### src/rtl/branch_redirect_fetch.sv
// branch_redirect_fetch
// PC register and IF/ID pipeline register sitting behind the decode-stage
// branch comparator. A taken branch resolved in ID redirects fetch and
// replaces the wrong-path instruction in IF/ID with a single NOP bubble.
// A hazard-unit stall freezes the PC, IF/ID and the redirect FSM.
// Branch decisions that arrive while ID holds a squash bubble are ignored,
// because they were produced by that bubble.
//
// Optional build macro: BRANCH_STATS_EN adds the taken_count and
// stall_count outputs. The core behaviour is identical with or without it.

module branch_redirect_fetch #(
    parameter int                 XLEN      = 64,
    parameter int                 INSTR_W   = 32,
    parameter logic [XLEN-1:0]    RESET_PC  = '0,
    parameter logic [INSTR_W-1:0] NOP_INSTR = INSTR_W'(32'h00000013)
) (
    input  logic               clk,
    input  logic               reset,
    input  logic               stall,
    input  logic               branch_valid,
    input  logic               branch_sel,
    input  logic [XLEN-1:0]    branch_target,
    input  logic [INSTR_W-1:0] instr_in,
    output logic [XLEN-1:0]    pc_out,
    output logic [XLEN-1:0]    ifid_pc,
    output logic [INSTR_W-1:0] ifid_instr,
    output logic               ifid_valid,
    output logic               flush,
    output logic               misalign_err
`ifdef BRANCH_STATS_EN
    ,
    output logic [31:0]        taken_count,
    output logic [31:0]        stall_count
`endif
);

    // RUN: ID holds a real instruction or a start-up bubble.
    // FLUSH: ID holds the bubble inserted by a taken branch.
    typedef enum logic {
        ST_RUN   = 1'b0,
        ST_FLUSH = 1'b1
    } state_t;

    localparam logic [XLEN-1:0] PC_STEP = XLEN'(4);

    state_t             state_q, state_d;
    logic [XLEN-1:0]    pc_q, pc_d;
    logic [XLEN-1:0]    ifid_pc_q, ifid_pc_d;
    logic [INSTR_W-1:0] ifid_instr_q, ifid_instr_d;
    logic               ifid_valid_q, ifid_valid_d;
    logic               flush_q, flush_d;
    logic               misalign_q, misalign_d;

    // A branch only counts when ID holds a real instruction; in FLUSH the
    // comparator is looking at the bubble.
    logic taken;
    logic redirect;
    logic target_misaligned;

    assign taken             = branch_valid & branch_sel & (state_q == ST_RUN);
    assign redirect          = taken & ~stall;
    assign target_misaligned = (branch_target[1:0] != 2'b00);

    // Next-state for PC, IF/ID and the redirect FSM; stall has priority over
    // a taken branch so the branch is simply re-presented after the stall.
    always_comb begin
        state_d      = state_q;
        pc_d         = pc_q;
        ifid_pc_d    = ifid_pc_q;
        ifid_instr_d = ifid_instr_q;
        ifid_valid_d = ifid_valid_q;

        if (!stall) begin
            if (taken) begin
                // Redirect: the instruction fetched this cycle is wrong-path,
                // so IF/ID captures a bubble tagged with its PC.
                pc_d         = {branch_target[XLEN-1:2], 2'b00};
                ifid_pc_d    = pc_q;
                ifid_instr_d = NOP_INSTR;
                ifid_valid_d = 1'b0;
                state_d      = ST_FLUSH;
            end else begin
                // Sequential fetch; PC wraps silently at the top of memory.
                pc_d         = pc_q + PC_STEP;
                ifid_pc_d    = pc_q;
                ifid_instr_d = instr_in;
                ifid_valid_d = 1'b1;
                state_d      = ST_RUN;
            end
        end

        flush_d    = (state_d == ST_FLUSH);
        misalign_d = misalign_q | (redirect & target_misaligned);
    end

    // Single register bank for the FSM and all of its registered outputs.
    always_ff @(posedge clk or posedge reset) begin
        if (reset) begin
            state_q      <= ST_RUN;
            pc_q         <= RESET_PC;
            ifid_pc_q    <= '0;
            ifid_instr_q <= NOP_INSTR;
            ifid_valid_q <= 1'b0;
            flush_q      <= 1'b0;
            misalign_q   <= 1'b0;
        end else begin
            state_q      <= state_d;
            pc_q         <= pc_d;
            ifid_pc_q    <= ifid_pc_d;
            ifid_instr_q <= ifid_instr_d;
            ifid_valid_q <= ifid_valid_d;
            flush_q      <= flush_d;
            misalign_q   <= misalign_d;
        end
    end

    assign pc_out       = pc_q;
    assign ifid_pc      = ifid_pc_q;
    assign ifid_instr   = ifid_instr_q;
    assign ifid_valid   = ifid_valid_q;
    assign flush        = flush_q;
    assign misalign_err = misalign_q;

`ifdef BRANCH_STATS_EN
    logic [31:0] taken_count_q, taken_count_d;
    logic [31:0] stall_count_q, stall_count_d;

    // Event counters; both wrap naturally at 32 bits.
    always_comb begin
        taken_count_d = taken_count_q;
        stall_count_d = stall_count_q;
        if (redirect) begin
            taken_count_d = taken_count_q + 32'd1;
        end
        if (stall) begin
            stall_count_d = stall_count_q + 32'd1;
        end
    end

    // Counter registers, cleared only by reset.
    always_ff @(posedge clk or posedge reset) begin
        if (reset) begin
            taken_count_q <= '0;
            stall_count_q <= '0;
        end else begin
            taken_count_q <= taken_count_d;
            stall_count_q <= stall_count_d;
        end
    end

    assign taken_count = taken_count_q;
    assign stall_count = stall_count_q;
`endif

endmodule

### config.mk
export PLATFORM = sky130hd
export DESIGN_NAME = branch_redirect_fetch
export DESIGN_NICKNAME = d
export VERILOG_FILES = /design/src/rtl/branch_redirect_fetch.sv
export SDC_FILE = /design/constraint.sdc
export NUM_CORES = 1
export LEC_CHECK = 0
export ABC_AREA = 1
export BUFFER_PORTS_ARGS = -buffer_cell sky130_fd_sc_hd__clkbuf_2
export CAP_MARGIN = 20
export CORE_MARGIN = 3
export CORE_UTILIZATION = 50
export CTS_CLUSTER_DIAMETER = 100
export DETAILED_ROUTE_END_ITERATION = 7
export GPL_ROUTABILITY_DRIVEN = 1
export PLACE_DENSITY = 0.79
export SLEW_MARGIN = 40
export SYNTH_ARGS = -nofsm -noshare
export SYNTH_HDL_FRONTEND = slang
export SYNTH_SLANG_ARGS = --single-unit
### constraint.sdc
create_clock -name clk -period 7.2 [get_ports clk]
set_input_delay 0.36 -clock clk [delete_from_list [all_inputs] [get_ports clk]]
set_output_delay 0.36 -clock clk [all_outputs]
set_load 0.005 [all_outputs]
Yosys cells after proc, flatten, opt, wreduce, memory -nomap -nowiden --
Cells that the tools add are included.
Cells by class: $add $sub $neg 1, mux-type cells 4, bitwise logic cells 7, reduce and logical (&&, ||, !) cells 1
Operators with widths (count):
- adder 64 x 3 -> 64 bit, second input constant | 1
- 2-to-1 mux 64 bit | 1
- 2-to-1 mux 32 bit | 1
- AND 1 bit | 4
- 2-to-1 mux 1 bit | 2
- NOT 1 bit | 2
- nonzero test 2 bit | 1
- bitwise OR 1 bit | 1
Word-level totals: register bits after elaboration 163, bits of input ports 101, output and inout bits 163, logic and storage cells 19

Longest topological paths before layout --
depth after elaboration 5, depth in mapped cells 11, gate-level depth less buffers 11

Worst setup path before layout --
OpenSTA, ideal clock, no wires.
path type reg2reg, start point register pc_q[2], in the netlist pc_out[2], end point register pc_q[62], in the netlist pc_out[62], data arrival time 1.459 ns, required time 7.083 ns, setup slack 5.624 ns, stages on the path, launching flop included 11, buffers on the path 0, cell sequence dfrtp_1 ha_1 inv_1 nor2_1 nand2_2 nor2_4 nand2_1 nor2_1 nand2_1 nand3_1 nand2_1
On the way: cells in the longest elaborated chain, start to end 2
RTL lines:
- from (decl) | line 48 | logic [XLEN-1:0] pc_q, pc_d;
- from (signal assigned) | line 109 | pc_q <= pc_d;
- adder 64 x 3 -> 64 bit | line 85 | pc_d = pc_q + PC_STEP;
- 2-to-1 mux 64 bit | line 75 | if (taken) begin
Every way passes these cells. A chain may end at the register's enable or synchronous reset.

==> reports/qor.yml <==
cells_and_area:
  layout_commonest_cell: "nand2_1"
  area_growth_pct: 24.4
  drive_gt1_share_pct: 23.8
  mostFrequentLayoutCells: "nand2_1 (370), clkbuf_2 (258), dfrtp_1 (156)"
  nets: 1447
  nFillCells: 1475
  antenna_cells: 0
setup_path:
  cp.arrival_ns: 2.70
  startpoint_type: "register"
  r2r_slack_ns: 4.84
  endpoint_kind: "register"
  crit_fanout: 74
  critical_path_class: "reg2reg"
  required_ns: 7.54
synthesis:
  ys_seq_area_share_pct: 48.4
  yosys_warnings: 0
  synth-seq-cells: 159
  avgSynthCellArea_sq_um: 7.46
  netlist_instances: 1102
  synth_area_sq_um: 8220
  synth.distinct_cells: 31
clock_network:
  htreeDepth: 4
  clockRootBuffer: "clkbuf_16"
  cts_max_path_buffers: 2
  clock-sinks: 159
  clk_latency_ns: 0.42
  cts_setup_buffers: 0
  clk_pin_slew_ns: 0.07
  cts_resized: 0
  cts_tree: "built"
  holdBufCountCts: 0
  cts_made_buffers: 17
routing:
  viasPerCell: 5.39
  wl_microns: 27300
  drc_errors: 0
  routedWlPerCell_microns: 17.4
  drt_iter0_markers: 612
  drtPass1Iterations: 6
  num_vias: 8482
  antenna_left: 0
timing:
  rsz0062_at_grt: "no"
  worstMarginPinSlew_ns: 0.852
  min_period_over_period_pct: 32.8
  setup_slack_ns: 4.84
  fin_tns_setup_ns: 0
  finClkSkew_ns: 0.0121
  setup_viol: 0
  slew_headroom_pct: 42.7
  fin_crit_ns: 2.36
  finalHoldViolCount: 0
  clock.fmax_mhz: 423
  final_max_slew_viol_count: 0
grt:
  use_met2_pct: 48.1
  antenna_found_initial: 0
  track_usage_pct: 30.2
  busiest_layer: "met2"
  grt_overflow: 0
  grt_util_met3_pct: 5.51
  grt_use_met1_pct: 42.1
  grt_first_pass_wirelength_microns: 43300
  grt_pass1_vias: 8078
  grt_max_degree: 94
pwr:
  vdd_drop_max_uv: 154
  p_per_area_nw_per_um2: 258
  p_leak_nw: 5.03
floorplan:
  coreArea_sq_um: 16000
  die_h_microns: 134
  io_pins: 264
  start_util_pct: 51.4
  fp.dieArea_sq_um: 18000
  die_w_microns: 134
  rows: 46
placed_design:
  detailedPlace.worstSlack_ns: 4.73
  place_congestion: 0.947
  io_buffers: 259
  dpl.hpwl_microns: 20200
min_path:
  worstHoldPathType: "in2async"
status:
  status: "complete, no violations"
run:
  max-cap-violations: 0
[synthesized netlist by cell type]
| cell type | count | area share [%] |
|---|---|---|
| dfstp_2 | 3 | 0.96 |
| nor2_4 | 6 | 0.82 |
| clkinv_1 | 1 | 0.046 |
| o211ai_1 | 12 | 1.1 |
| clkbuf_1 | 25 | 1.1 |
| buf_1 | 2 | 0.091 |
| buf_4 | 4 | 0.37 |
| inv_1 | 107 | 4.9 |
| o22a_1 | 3 | 0.32 |
| nor2_1 | 125 | 5.7 |
| conb_1 | 1 | 0.046 |
| nor3_1 | 3 | 0.18 |
| xnor2_1 | 1 | 0.11 |
| o21ai_1 | 8 | 0.49 |
| dfrtp_1 | 156 | 47 |
| o21ai_0 | 120 | 7.3 |
| nand2_4 | 1 | 0.14 |
| o21bai_1 | 5 | 0.46 |
| nand3_1 | 56 | 3.4 |
| xor2_1 | 8 | 0.85 |
| nor2_2 | 8 | 0.61 |
| nor2_8 | 1 | 0.24 |
| inv_2 | 2 | 0.091 |
| o221ai_1 | 2 | 0.21 |
| a21oi_1 | 11 | 0.67 |
| buf_2 | 12 | 0.73 |
| a22o_1 | 29 | 3.1 |
| ha_1 | 1 | 0.15 |
| nand4_1 | 12 | 0.91 |
| nand2_1 | 370 | 17 |
| nand2_2 | 7 | 0.53 |
[final cells by class]
class	instances	area [sq um]	area share, %
clock inverters	11	108	1.05
repair buffers	264	1340	13.1
multi-input cells	793	3660	35.7
flip-flops and latches	159	3980	38.9
clock buffers	21	450	4.40
inverters	110	420	4.11
well taps	216	270	2.64
[flip-flops by register name (all words and copies together), names as in the netlist]
| register | flops |
|---|---|
| pc_out | 62 |
| ifid_pc | 62 |
| ifid_instr | 32 |
| misalign_err | 1 |
| ifid_valid | 1 |
| flush | 1 |
[through the flow]
stage / instances / cell area [sq um] / hold slack [ns] / util [%] / total power (W)
after global placement: 1542 / 9660 / 0.462 / 60.4 / 0.00176
after global routing: 1574 / 10200 / 0.0735 / 63.9 / 0.00278
after floorplan: 1105 / 8240 / 0.468 / - / 0.00147
after CTS: 1574 / 10200 / 0.130 / 63.9 / 0.00265
after detailed placement: 1542 / 9670 / 0.465 / 60.4 / 0.00178
final: 1574 / 10200 / 0.0366 / 63.9 / 0.00264
[final timing paths]
kind	startpoint	endpoint	cells past startpoint
setup / recovery	flush	pc_out[25]	7
hold / removal	reset	ifid_instr[8]	2
setup reg to reg	flush	pc_out[25]	7
hold reg to reg	ifid_pc[14]	ifid_pc[14]	2
max in group asynchronous	reset	ifid_pc[26]	3
min in group clk	branch_target[2]	pc_out[2]	3
[where the power goes]
group          internal [W]  switching [W]
logic              0.000233       0.000317
clock network      0.000488       0.000381
registers           0.00105       0.000173
total               0.00177       0.000872
[critical path, cell delays in order (launching register included)]
cell	delay, ns
dfrtp_1	0.35
inv_1	0.05
nand3_1	0.13
nand2_1	0.39
inv_2	0.20
buf_4	0.64
o21ai_0	0.24
o21bai_1	0.19
[logic make-up (layout without fill, tap and decap cells)]
group           Yosys count  in the layout  synth area share [%]
flops                   159            159                  48.4
xor+xnor                  9              9                 0.959
fa+ha+maj                 1              1                 0.152
simple gates            589            589                  29.4
compound gates          190            190                  13.6
other cells               1              4                0.0456
buf+inv                 153            406                  7.35
[layer usage]
metal | wire length [microns] | vias to the layer above
li1 | - | 4009
met5 | 0 | -
met2 | 12800 | 382
met1 | 11900 | 4041
met4 | 716 | 0
met3 | 1990 | 50
No activity file was read; power rests on OpenSTA's default activity.
